==> src/rtl/i2c_init_sequencer_pkg.sv <==
// rtl/i2c_init_sequencer_pkg.sv - shared state, entry widths and entry record for the I2C init sequencer
package i2c_init_sequencer_pkg;

    localparam int REG_W  = 8;
    localparam int DATA_W = 8;
    localparam int DLY_W  = 4;

    typedef enum logic [2:0] {
        S_IDLE,
        S_LOAD,
        S_REQ,
        S_WAIT,
        S_DELAY,
        S_NEXT,
        S_DONE,
        S_FAIL
    } seq_state_t;

    typedef struct packed {
        logic [REG_W-1:0]  reg_addr;
        logic [DATA_W-1:0] data;
        logic [DLY_W-1:0]  delay_ticks;
    } init_entry_t;

    function automatic init_entry_t make_entry(input logic [REG_W-1:0]  reg_addr,
                                               input logic [DATA_W-1:0] data,
                                               input logic [DLY_W-1:0]  delay_ticks);
        init_entry_t e;
        e.reg_addr    = reg_addr;
        e.data        = data;
        e.delay_ticks = delay_ticks;
        return e;
    endfunction

endpackage

==> src/rtl/i2c_init_sequencer_imu_init_rom.sv <==
// rtl/i2c_init_sequencer_imu_init_rom.sv - combinational IMU register-write table, index -> entry
module imu_init_rom
    import i2c_init_sequencer_pkg::*;
(
    input  logic [3:0]  index_i,
    output init_entry_t entry_o
);

    // Unpopulated slots read as a harmless write of 00 to register 00 with no delay.
    always_comb begin
        entry_o = make_entry(8'h00, 8'h00, 4'd0);
        case (index_i)
            4'd0:    entry_o = make_entry(8'h6B, 8'h80, 4'd10);
            4'd1:    entry_o = make_entry(8'h6B, 8'h01, 4'd1);
            4'd2:    entry_o = make_entry(8'h1A, 8'h03, 4'd0);
            4'd3:    entry_o = make_entry(8'h1B, 8'h08, 4'd0);
            4'd4:    entry_o = make_entry(8'h1C, 8'h08, 4'd0);
            4'd5:    entry_o = make_entry(8'h19, 8'h04, 4'd0);
            4'd6:    entry_o = make_entry(8'h37, 8'h02, 4'd0);
            4'd7:    entry_o = make_entry(8'h6C, 8'h00, 4'd0);
            default: entry_o = make_entry(8'h00, 8'h00, 4'd0);
        endcase
    end

endmodule

==> src/rtl/i2c_init_sequencer.sv <==
// rtl/i2c_init_sequencer.sv - walks the init table through an I2C writer; SEQ_RETRY_EN enables per-entry timeout retries
module i2c_init_sequencer
    import i2c_init_sequencer_pkg::*;
#(
    parameter int         NUM_ENTRIES = 8,
    parameter logic [6:0] DEVICE_ADDR = 7'h68,
    parameter int         DELAY_UNIT  = 25000,
    parameter int         ACK_TIMEOUT = 65535
) (
    input  logic        clock,
    input  logic        reset_n,
    input  logic        go,
    input  logic        i2c_done,
    output logic        i2c_start,
    output logic [6:0]  i2c_device_address,
    output logic [7:0]  i2c_register_address,
    output logic [7:0]  i2c_data,
    output logic        busy,
    output logic        init_done,
    output logic        error,
    output logic [3:0]  entry_index
);

    localparam int TMO_CW = $clog2(ACK_TIMEOUT + 1);
    localparam int DLY_CW = $clog2(15 * DELAY_UNIT + 1);
    localparam logic [TMO_CW-1:0] TMO_LIMIT  = TMO_CW'(ACK_TIMEOUT);
    localparam logic [DLY_CW-1:0] DLY_UNIT_C = DLY_CW'(DELAY_UNIT);
    localparam logic [3:0]        LAST_IDX   = 4'(NUM_ENTRIES - 1);

    seq_state_t          state_q;
    logic [1:0]          sync_q;
    logic                done_s;
    logic [TMO_CW-1:0]   tmo_q;
    logic [TMO_CW-1:0]   tmo_d;
    logic [DLY_CW-1:0]   dly_q;
    logic [DLY_W-1:0]    ticks_q;
    logic                start_q;
    logic                busy_q;
    logic                done_q;
    logic                error_q;
    logic [3:0]          idx_q;
    logic [REG_W-1:0]    reg_q;
    logic [DATA_W-1:0]   data_q;
    logic                timeout;
    init_entry_t         rom_entry;
`ifdef SEQ_RETRY_EN
    logic [1:0]          retry_q;
`endif

    imu_init_rom u_rom (
        .index_i (idx_q),
        .entry_o (rom_entry)
    );

    // Synchronizer idles high so a writer that is not yet driving looks idle.
    always_ff @(posedge clock or negedge reset_n) begin
        if (!reset_n) begin
            sync_q <= 2'b11;
        end else begin
            sync_q <= {sync_q[0], i2c_done};
        end
    end

    assign done_s  = sync_q[1];
    assign tmo_d   = tmo_q + TMO_CW'(1);
    assign timeout = (tmo_d == TMO_LIMIT) &&
                     (((state_q == S_REQ) && done_s) || ((state_q == S_WAIT) && !done_s));

    always_ff @(posedge clock or negedge reset_n) begin
        if (!reset_n) begin
            state_q <= S_IDLE;
            tmo_q   <= '0;
            dly_q   <= '0;
            ticks_q <= '0;
            start_q <= 1'b0;
            busy_q  <= 1'b0;
            done_q  <= 1'b0;
            error_q <= 1'b0;
            idx_q   <= '0;
            reg_q   <= '0;
            data_q  <= '0;
`ifdef SEQ_RETRY_EN
            retry_q <= '0;
`endif
        end else if (timeout) begin
            // Timeouts only arise in REQ/WAIT, where go is already ignored.
            start_q <= 1'b0;
            tmo_q   <= '0;
`ifdef SEQ_RETRY_EN
            if (retry_q == 2'd3) begin
                state_q <= S_FAIL;
                error_q <= 1'b1;
                busy_q  <= 1'b0;
            end else begin
                retry_q <= retry_q + 2'd1;
                state_q <= S_LOAD;
            end
`else
            state_q <= S_FAIL;
            error_q <= 1'b1;
            busy_q  <= 1'b0;
`endif
        end else begin
            case (state_q)
                S_IDLE, S_DONE, S_FAIL: begin
                    if (go) begin
                        idx_q   <= '0;
                        done_q  <= 1'b0;
                        error_q <= 1'b0;
                        busy_q  <= 1'b1;
                        state_q <= S_LOAD;
`ifdef SEQ_RETRY_EN
                        retry_q <= '0;
`endif
                    end
                end
                S_LOAD: begin
                    reg_q   <= rom_entry.reg_addr;
                    data_q  <= rom_entry.data;
                    ticks_q <= rom_entry.delay_ticks;
                    start_q <= 1'b1;
                    tmo_q   <= '0;
                    state_q <= S_REQ;
                end
                S_REQ: begin
                    if (!done_s) begin
                        start_q <= 1'b0;
                        tmo_q   <= '0;
                        state_q <= S_WAIT;
                    end else begin
                        tmo_q <= tmo_d;
                    end
                end
                S_WAIT: begin
                    if (done_s) begin
                        dly_q   <= DLY_CW'(ticks_q) * DLY_UNIT_C;
                        state_q <= S_DELAY;
                    end else begin
                        tmo_q <= tmo_d;
                    end
                end
                S_DELAY: begin
                    if (dly_q == '0) begin
                        state_q <= S_NEXT;
                    end else begin
                        dly_q <= dly_q - DLY_CW'(1);
                    end
                end
                S_NEXT: begin
`ifdef SEQ_RETRY_EN
                    retry_q <= '0;
`endif
                    if (idx_q == LAST_IDX) begin
                        done_q  <= 1'b1;
                        busy_q  <= 1'b0;
                        state_q <= S_DONE;
                    end else begin
                        idx_q   <= idx_q + 4'd1;
                        state_q <= S_LOAD;
                    end
                end
                default: state_q <= S_IDLE;
            endcase
        end
    end

    assign i2c_start            = start_q;
    assign i2c_device_address   = DEVICE_ADDR;
    assign i2c_register_address = reg_q;
    assign i2c_data             = data_q;
    assign busy                 = busy_q;
    assign init_done            = done_q;
    assign error                = error_q;
    assign entry_index          = idx_q;

endmodule

==> config.mk <==
export PLATFORM = sky130hd
export DESIGN_NAME = i2c_init_sequencer
export DESIGN_NICKNAME = d
export VERILOG_FILES = /design/src/rtl/i2c_init_sequencer_pkg.sv /design/src/rtl/i2c_init_sequencer_imu_init_rom.sv /design/src/rtl/i2c_init_sequencer.sv
export SDC_FILE = /design/constraint.sdc
export NUM_CORES = 1
export LEC_CHECK = 0
export BUFFER_PORTS_ARGS = -buffer_cell sky130_fd_sc_hd__buf_2
export CAP_MARGIN = 10
export CELL_PAD_IN_SITES_DETAIL_PLACEMENT = 1
export CELL_PAD_IN_SITES_GLOBAL_PLACEMENT = 1
export CORE_ASPECT_RATIO = 0.5
export CORE_UTILIZATION = 40
export DETAILED_ROUTE_END_ITERATION = 8
export PLACE_DENSITY = 0.76
export SLEW_MARGIN = 20
export SYNTH_ARGS = -nofsm -noshare
export SYNTH_HDL_FRONTEND = slang
export SYNTH_SLANG_ARGS = --single-unit
==> constraint.sdc <==
create_clock -name clock -period 5.2 [get_ports clock]
set_input_delay 0.26 -clock clock [delete_from_list [all_inputs] [get_ports clock]]
set_output_delay 0.26 -clock clock [all_outputs]
set_load 0.02 [all_outputs]
== Word-level counts from Yosys, hierarchy flattened ==
Memory sizes are Yosys's and may differ from the RTL's.
Index checks and enable logic that the tools add are counted.
Word-level totals
  register bits after elaboration: 68
  ROM bits: 120
  bits of input ports: 4
  output and inout bits: 31
  logic and storage cells: 92
  memories: 1
Memories
  (name not given): words 8, bits a word 15, read ports 1, clocked after Yosys merged registers in 0, wr ports 0, line i2c_init_sequencer_imu_init_rom.sv:12  | case (index_i)
Operators by class
  add/sub/neg operators: 3
  multipliers: 1
  equal/unequal tests: 20
  muxes and demuxes: 30
  bitwise operators: 1
  reductions and logical operators: 24
Operators with widths (number)
  $mux W16: 3
  $pmux W16 S3: 1
  $mux W19: 2
  $pmux W19 S2: 1
  $mux W20: 1
  $logic_not A19 Y1: 1
  $sub A19 B1 Y19 const B: 1
  $mux W3: 6
  $ne A3 B3 Y1 const B: 6
  $pmux W3 S6: 1
  $add A16 B1 Y16 const B: 1
  $eq A16 B16 Y1 const B: 1
  $mul A4 B12 Y16 const B: 1
  $reduce_and A4 Y1: 4
  $eq A3 B3 Y1 const B: 4
  $ne A2 B2 Y1 const B: 5
  $mux W1: 9
  $mux W4: 2
  $pmux W4 S2: 1
  $reduce_and A2 Y1: 4
  $reduce_bool A2 Y1: 4
  $eq A3 B2 Y1 const B: 2
  $pmux W1 S2: 3
  $reduce_bool A3 Y1: 2
  other kinds (11): 13

== Logic depth before layout (Yosys ltp) ==
Gate-level depths: netlist of run 1.
  depth in word-level cells: 6
  mapped depth: 9
  gate-level depth less buffers: 7

== Cells and area by module ==
From an unflattened synthesis of run 1, not the netlist that was laid out.
Second synthesis, totals
  cell total of the unflattened synthesis: 523
  area, all modules: 4682.0 um2
Modules (own cells, without submodules)
  i2c_init_sequencer: instances 1, cells an instance 484, area an instance 4404.2 um2, seq. area each 1704.1 um2
  imu_init_rom: instances 1, cells an instance 39, area an instance 277.8 um2, seq. area each 0.0 um2

== Least setup slack after synthesis of run 1 ==
OpenSTA, ideal clock, no wires.
  kind: flip-flop to flip-flop
  start: register tmo_q[0]
  end: register tmo_q[9]
  setup time: 120 ps
  data arrival time: 2385 ps
  required time: 5080 ps
  slack: 2695 ps
  stages on the path, launching flop included: 9
  path buffers: 2
  clock period less this slack: 2505 ps
  cell sequence: dfrtp_1 ha_1 clkbuf_1 or4b_2 a211oi_1 o21ai_1 nor4_4 buf_6 nor2_1
On the way
  longest elaborated chain between the ends: 5
  elaborated cells on any way between the ends: 10
  classes of those cells: add/sub (1); eq/ne (2); mux (4); reduce/logical (3)
RTL lines
  start, declared: line i2c_init_sequencer.sv:33  | logic [TMO_CW-1:0] tmo_q;
  start signal, assigned: line i2c_init_sequencer.sv:131  | tmo_q <= tmo_d;
  start signal, assigned: line i2c_init_sequencer.sv:139  | tmo_q <= tmo_d;
  $add A16 B1 Y16 (*): line i2c_init_sequencer.sv:65  | assign tmo_d = tmo_q + TMO_CW'(1);
  $eq A16 B16 Y1: line i2c_init_sequencer.sv:66  | assign timeout = (tmo_d == TMO_LIMIT) &&
  $logic_and A1 B1 Y1: line i2c_init_sequencer.sv:66
  $ne A3 B3 Y1 (no source line) or $reduce_bool A4 Y1 (tied branches)
  $reduce_and A2 Y1 (no source line)
Every way passes the cells marked *; elsewhere a longest branch is shown, timed or not. The select of a mux whose other input is x is not followed.
A chain may end at the register's enable or synchronous reset.

== Worst setup path after layout of run 1 ==
  start: register tmo_q[0]
  end: register start_q, in the netlist i2c_start
On the way
  longest elaborated chain between the ends: 5
  elaborated cells on any way between the ends: 7
  classes of those cells: add/sub (1); eq/ne (2); mux (1); reduce/logical (3)
RTL lines
  $add A16 B1 Y16 (*): line i2c_init_sequencer.sv:65
  $eq A16 B16 Y1 (*): line i2c_init_sequencer.sv:66
  $logic_and A1 B1 Y1 (*): line i2c_init_sequencer.sv:66
  $ne A3 B3 Y1 (no source line) or $reduce_bool A3 Y1 (tied branches)
  $reduce_and A2 Y1 (no source line)
  end signal, assigned: line i2c_init_sequencer.sv:75  | start_q <= 1'b0;
  end signal, assigned: line i2c_init_sequencer.sv:87  | start_q <= 1'b0;
  end signal, assigned: line i2c_init_sequencer.sv:121  | start_q <= 1'b1;
  end, declared: line i2c_init_sequencer.sv:37  | logic start_q;
Every way passes the cells marked *; elsewhere a longest branch is shown, timed or not.

==> impl_summary.log, run 1 <==
INFO  metric die-width = 140 um
INFO  metric worstReg2RegStart = tmo_q[0]
INFO  metric synthesis.area_per_instance = 8.42 um^2
INFO  metric route.detailed.drc = 0
INFO  metric achievable_frequency = 350 MHz
INFO  metric seq_area_frac_synth = 39.9%
INFO  metric critPathLaunch = tmo_q[0]
INFO  metric post_cts_resize_count = 0
INFO  metric grt_pass1_wl = 17200 um
INFO  metric final-hold-violation-count = 0
INFO  metric final_net_count = 484
INFO  metric synth_area = 3830 um^2
INFO  metric synth-edff-count = 0
INFO  metric synth.top_cells.by_area = dfrtp_1 (39%), o21ai_0 (5.2%), ha_1 (4.9%)
INFO  metric hold_path.class = input pin to flop
INFO  metric cap_viol_max_count = 0
INFO  metric floorplan.die.height = 71.2 um
INFO  metric worst_hold_startpoint = i2c_done
INFO  metric worst_ir_drop_vdd = 174 uV
INFO  metric cpPeakStageDelay = 0.70 ns
INFO  metric result_of_the_run = completed
INFO  metric dp_hpwl = 6500 um
INFO  metric setup_viol = 0
INFO  metric worstSetupPathType = flop to flop
INFO  metric diodes = 0
INFO  metric final.setup_skew = 0.00694 ns
INFO  metric finalHoldWorstSlack = 0.0268 ns
INFO  metric register_to_register_setup_slack = 2.34 ns
INFO  metric holdBufCountCts = 0
INFO  metric rows = 24
INFO  metric finalMaxSlewViolations = 0
INFO  metric power_report.internal_total = 1.27 mW
INFO  metric net-switching-power = 0.900 mW
INFO  metric avgViaCountPerCell = 5.66
INFO  metric count_of_warnings_emitted_by_yosys = 0
INFO  metric fin_tns_setup = 0 ns
INFO  metric via_count_of_the_first_global_routing_pass = 3443
INFO  metric worst-path-max-fanout = 12
INFO  metric end_kind = flop
INFO  metric dr_total_vias = 3312
INFO  metric ant_nets = 0
INFO  metric asyncSetResetFlopFracSynth = 100%
INFO  metric finalCriticalPeriod = 2.86 ns
INFO  metric critical-path-top-cell-by-count = a211oi_1
INFO  metric layout-drive-gt1-share = 10.9%
INFO  metric grt_usage = 21.9%
INFO  metric cts_htree_levels = 3
INFO  metric critical_path.cell_chain = ha_1 -> or4b_2 -> a211oi_1 -> o21ai_1 -> nor4_4 -> buf_6 -> a211oi_1
INFO  metric tritoncts.num_buffers = 9
INFO  metric drt_iter0_markers = 98
INFO  metric cp_data_arrival_time = 3.06 ns
INFO  metric min_period_over_period = 54.9%
INFO  metric synthMostInstantiatedCell = dfrtp_1
INFO  metric worst_hold_path.num_cells = 1
INFO  metric syn-instance-count = 455
INFO  metric wl_per_cell = 16.5 um
INFO  metric synth-seq-cells = 61
INFO  metric cts.clk_slew.worst_paths = 0.05 ns
INFO  metric finalWirelength = 9680 um
INFO  metric rr_endpoint = i2c_start
INFO  metric post-synth-top-area-fraction = 38.5%
INFO  metric synth_area_leader_cell = dfrtp_1
INFO  metric hold_path_end = sync_q[0]
INFO  metric postCtsSetupBuffers = 0
INFO  metric yosys_most_used_dff = dfrtp_1
INFO  metric clock_tree_from_tritoncts = done
INFO  metric fraction_of_power_spent_switching_nets = 41.5%
INFO  metric power.density_cell_area = 511 nW/um^2
INFO  metric critical_path_required = 5.40 ns
INFO  metric gp_congestion = 0.866
INFO  metric maximum_number_of_pins_on_one_net_before_global_route_repair = 62
INFO  metric setup.worst_path.start_class = flop
INFO  metric critical_path.slowest_cell = or4b_2
INFO  metric yosysUniqueCellTypes = 62
INFO  metric maxSlewHeadroom = 43.3%
INFO  metric top_level_pins = 35
INFO  metric numPortBuffers = 23
INFO  metric first_pass_iters = 4
INFO  metric rsz_0062_raised_after_global_routing = no
INFO  metric cts_buffer_depth = 2
INFO  metric grt-ovfl-total = 0
INFO  metric synthToLayoutAreaGrowth = 10.9%
INFO  metric p_clk_share = 26.5%
INFO  metric power_frac_seq = 35.2%
INFO  metric number_of_antenna_violations_at_the_first_check_in_global_routing = 0
INFO  metric static-leakage-power = 1.91 nW
INFO  metric floorplan.initialDensity = 42.5%
INFO  metric clkSinkCount = 61
INFO  metric worst-path-buf-inv = 1
INFO  metric synth_commonest_cells = dfrtp_1 (59), nor2_1 (48), nand2_1 (47)
INFO  metric worstSkewPairLatency = 0.33 ns
INFO  metric cp_top_family = simple AND/OR/NAND/NOR gates
INFO  metric tightestPinTransition = 0.850 ns
INFO  metric share_comb_of_total_power = 38.3%
INFO  metric root_buffer = clkbuf_16
INFO  metric floorplan.core_area = 9010 um^2
INFO  metric reg2reg_depth = 7
INFO  metric die_area = 10000 um^2
metal layers:
| layer | GRT usage [%] | wire length [um] | up-vias |
|---|---|---|---|
| met4 | 6.47 | 129 | 0 |
| met5 | 0 | 0 | - |
| met1 | 27.9 | 4740 | 1631 |
| li1 | - | - | 1635 |
| met2 | 37.3 | 4550 | 35 |
| met3 | 5.55 | 258 | 11 |
worst register-to-register path: cells and delay by family, from the launching register on:
kind,cells,cell delay (ns)
compound gates,3,0.42
fa+ha+maj,1,0.36
buf+inv,1,0.23
flops,1,0.45
simple gates,2,1.27
registers in the layout, summed over array words and instances (netlist names):
name / flops
busy: 1
dly_q: 19
entry_index: 4
error: 1
i2c_data: 4
i2c_register_address: 7
i2c_start: 1
init_done: 1
state_q: 3
sync_q: 2
ticks_q: 2
tmo_q: 16
stage by stage:
stage / setup slack (ns) / power, mW / cells / cell area [um^2] / util (%)
2_1_floorplan: 2.69 / 1.36 / 464 / 3870 / -
3_3_place_gp: 2.13 / 1.57 / 570 / 3950 / 43.8
3_5_place_dp: 2.09 / 1.60 / 570 / 3950 / 43.8
4_1_cts: 2.07 / 2.19 / 584 / 4230 / 47.0
5_1_grt: 2.14 / 2.35 / 585 / 4250 / 47.2
6_report: 2.34 / 2.17 / 585 / 4250 / 47.2
cell usage in the layout (no fill, tap or decap), drive strengths merged, types with 13 or more instances in the layout:
cell type | Yosys | final
nor2 | 48 | 48
o21ai | 41 | 41
nand3 | 18 | 18
nand2 | 47 | 47
inv | 17 | 17
a21oi | 35 | 35
clkbuf | 18 | 13
nor3 | 17 | 17
buf | 19 | 27
ha | 15 | 15
dfrtp | 59 | 59
how the worst max path moves through the flow:
stage                end  slack (ns)  depth (start not counted)
2_1_floorplan   tmo_q[9]        2.69                          8
3_3_place_gp        busy        2.13                          6
3_5_place_dp        busy        2.09                          6
4_1_cts             busy        2.07                          6
5_1_grt        i2c_start        2.14                          7
6_report       i2c_start        2.34                          7
power groups by stage:
| stage | Combinational (mW) | Sequential (mW) | Clock (mW) |
|---|---|---|---|
| floorplan | 0.599 | 0.758 | 0 |
| global placement | 0.807 | 0.761 | 0 |
| detailed placement | 0.834 | 0.767 | 0 |
| CTS | 0.840 | 0.761 | 0.592 |
| global route | 0.955 | 0.789 | 0.607 |
| finish | 0.831 | 0.762 | 0.576 |
cell families after synthesis:
kind of cell,count (synthesis),share of synthesized area (%)
compound gates,135,21.9
xor+xnor,6,1.37
fa+ha+maj,16,5.16
buf+inv,54,6.99
flops,61,39.9
mux,2,0.522
other cells,2,0.196
simple gates,179,24.0
layout make-up:
| type | instances | area, um^2 |
|---|---|---|
| Multi-Input combinational cell | 349 | 2080 |
| Sequential cell | 61 | 1530 |
| Tap cell | 117 | 146 |
| Inverter | 17 | 63.8 |
| Fill cell | 1086 | 4760 |
| Timing Repair Buffer | 27 | 149 |
| Clock inverter | 1 | 5.00 |
| Clock buffer | 13 | 280 |
(Power assumes the default switching activity.)
==> inputs of run 2 (changes only) <==
PLACE_DENSITY = 0.79   (was 0.76)
clock period = 2.5 ns   (was 5.2 ns; I/O delays follow)
==> run 2 against run 1 <==
Effect of this change:
- global-route usage grew 1.7 points
- critical path type unchanged
- count of clock-buffer cells in the layout stayed put
- via count increased by 7.1%
- critical endpoint is now tmo_q[15]
==> impl_summary.log, run 2 (same netlist as run 1, synthesis figures left out) <==
INFO  metric ant_nets = 0 (unchanged)
INFO  metric wl_per_cell = 17.2 um (+4.2%)
INFO  metric die-width = 140 um (unchanged)
INFO  metric grt_usage = 23.6% (+1.7 points)
INFO  metric tritoncts.num_buffers = 9 (unchanged)
INFO  metric synthToLayoutAreaGrowth = 16.1%
INFO  metric finalHoldWorstSlack = 0.224 ns (+0.198 ns)
INFO  metric final_net_count = 510 (+5.4%)
INFO  metric cts.clk_slew.worst_paths = 0.05 ns (about the same)
INFO  metric setup_viol = 0 (unchanged)
INFO  metric instances_no_fill = 612 (+4.6%)
INFO  metric finalWirelength = 10600 um (+9.1%)
INFO  metric dr_total_vias = 3546 (+7.1%)
INFO  metric cp_data_arrival_time = 2.52 ns (-0.54 ns)
INFO  metric most_crowded_layer_gr = met2
INFO  metric end_kind = flop
INFO  metric final-hold-violation-count = 0 (unchanged)
INFO  metric cts_htree_levels = 3 (unchanged)
INFO  metric avgViaCountPerCell = 5.79 (+2.3%)
INFO  metric clkSinkCount = 61 (unchanged)
INFO  metric power.density_cell_area = 1030 nW/um^2 (+100%)
INFO  metric root_buffer = clkbuf_16
INFO  metric layout-drive-gt1-share = 15.6% (+4.7 points)
INFO  metric grt_use_met2 = 39.9% (+2.7 points)
INFO  metric rsz_0062_raised_after_global_routing = no
INFO  metric p_clk_share = 24.6% (-1.9 points)
INFO  metric worstSetupPathType = flop to flop
INFO  metric largest_register_ff_count = 19 (unchanged)
INFO  metric result_of_the_run = completed
INFO  metric finalMaxSlewViolations = 0 (unchanged)
INFO  metric global_route.usage.met1 = 29.7% (+1.7 points)
INFO  metric power.total = 4.59 mW (+110%)
INFO  metric grt_pass1_wl = 18500 um (+7.1%)
INFO  metric maxSlewHeadroom = 48.3% (+5.0 points)
INFO  metric floorplan.die.height = 71.2 um (unchanged)
INFO  metric fraction_of_power_spent_switching_nets = 42.2% (+0.65 points)
INFO  metric placed_cells = 595 (+4.4%)
INFO  metric most_common_library_cell_in_the_layout_ignoring_fill_and_taps = dfrtp_1
INFO  metric achievable_frequency = 431 MHz (+23%)
INFO  metric diodes = 0 (unchanged)
INFO  metric grt-ovfl-total = 0 (unchanged)
INFO  metric share_comb_of_total_power = 41.1% (+2.8 points)
INFO  metric static-leakage-power = 2.02 nW (+5.8%)
INFO  metric maximum_number_of_pins_on_one_net_before_global_route_repair = 33 (-47%)
INFO  metric cts_buffer_depth = 2 (unchanged)
INFO  metric net-switching-power = 1.94 mW (+120%)
INFO  metric fin_tns_setup = 0 ns (unchanged)
INFO  metric tightestPinTransition = 0.776 ns (-0.0745 ns)
INFO  metric postCtsSetupBuffers = 0 (unchanged)
INFO  metric groute.layer.met3.usage = 6.02% (+0.47 points)
INFO  metric power_frac_seq = 34.4% (-0.8 points)
INFO  metric number_of_antenna_violations_at_the_first_check_in_global_routing = 0 (unchanged)
INFO  metric first_pass_iters = 4 (unchanged)
INFO  metric die_area = 10000 um^2 (unchanged)
INFO  metric gp_congestion = 0.834 (-3.6%)
INFO  metric top_level_pins = 35 (unchanged)
INFO  metric clock_tree_from_tritoncts = done
INFO  metric commonest_cells_after_routing_fill_and_taps_aside = dfrtp_1 (57), nor2_1 (48), nand2_1 (47)
INFO  metric finalCriticalPeriod = 2.32 ns (-0.534 ns)
INFO  metric critical_path_required = 2.70 ns (-2.70 ns)
INFO  metric largest_register = dly_q
INFO  metric cap_viol_max_count = 0 (unchanged)
INFO  metric power_report.internal_total = 2.66 mW (+110%)
INFO  metric worstSkewPairLatency = 0.33 ns (about the same)
INFO  metric worst-path-max-fanout = 11 (-1)
INFO  metric setup.worst_path.start_class = flop
INFO  metric rows = 24 (unchanged)
INFO  metric via_count_of_the_first_global_routing_pass = 3661 (+6.3%)
INFO  metric numPortBuffers = 23 (unchanged)
INFO  metric floorplan.initialDensity = 42.5% (unchanged)
INFO  metric hold_path.class = input pin to flop
INFO  metric dp_hpwl = 7380 um (+13%)
INFO  metric min_period_over_period = 92.8% (+38 points)
INFO  metric worst_ir_drop_vdd = 432 uV (+150%)
INFO  metric floorplan.core_area = 9010 um^2 (unchanged)
INFO  metric route.detailed.drc = 0 (unchanged)
INFO  metric final.setup_skew = 0.00530 ns (-0.00164 ns)
INFO  metric drt_iter0_markers = 172 (+76%)
-- run 2: changes by cell type in the layout (fill, tap and decap cells not counted), sizes merged --
cell         before  now
clkinv            1    2
buf              27   51
dlygate4sd3       0    2
-- run 2: metal layers --
metal	routed length, um	share of wire (%)	vias to the layer above
li1	-	-	1692
met1	4890	46	1776
met2	5110	48	61
met3	362	3.4	17
met4	184	1.7	0
met5	0	0	-
-- run 2: critical path: stages, from the launching register on --
cell,delay (ns)
dfrtp_1,0.38
ha_2,0.25
or4b_4,0.55
a211oi_2,0.30
o21ai_2,0.11
nor4_4,0.30
buf_6,0.21
a21oi_1,0.07
-- run 2: layout make-up --
type                       count  area [um^2]
fill                        1100         4560
clock inverter                 2         10.0
sequential                    61         1530
timing repair buffer          53          362
tap                          117          146
inverter                      17         63.8
clock buffer                  13          250
multi-input combinational    349         2080
-- run 2: power groups by stage --
stage                     clock network (mW)  logic, mW  registers [mW]
after floorplan                            0       1.25            1.58
after global routing                    1.19       2.14            1.63
after global placement                     0       1.80            1.58
after CTS                               1.15       1.90            1.58
after detailed placement                   0       1.87            1.59
final                                   1.13       1.89            1.58
-- run 2: worst paths after layout --
path | startpoint | endpoint | slack [ns] | cells past startpoint
hold reg to reg | sync_q[0] | sync_q[1] | 0.36 | 0
min in group asynchronous | reset_n | ticks_q[1] | 0.40 | 2
setup / recovery | tmo_q[1] | tmo_q[15] | 0.18 | 7
max in group asynchronous | reset_n | tmo_q[5] | 1.43 | 3
setup reg to reg | tmo_q[1] | tmo_q[15] | 0.18 | 7
hold / removal | go | entry_index[1] | 0.22 | 3
-- run 2: repair_timing --
| action | in CTS | in global routing |
|---|---|---|
| endpoints found under the setup margin | 0 | 11 |
| endpoints found under the hold margin | 30 | 0 |
| hold buffers | 2 | 0 |
| gates resized for setup | 0 | 3 |
-- run 2: stage by stage --
step / instance area, um^2 / utilization (%) / worst slack [ns]
6_report: 4450 / 49.4 / 0.179
3_3_place_gp: 4160 / 46.2 / 0.249
2_1_floorplan: 3890 / - / 0.130
5_1_grt: 4450 / 49.4 / 0.0326
3_5_place_dp: 4160 / 46.2 / 0.156
4_1_cts: 4440 / 49.3 / 0.129
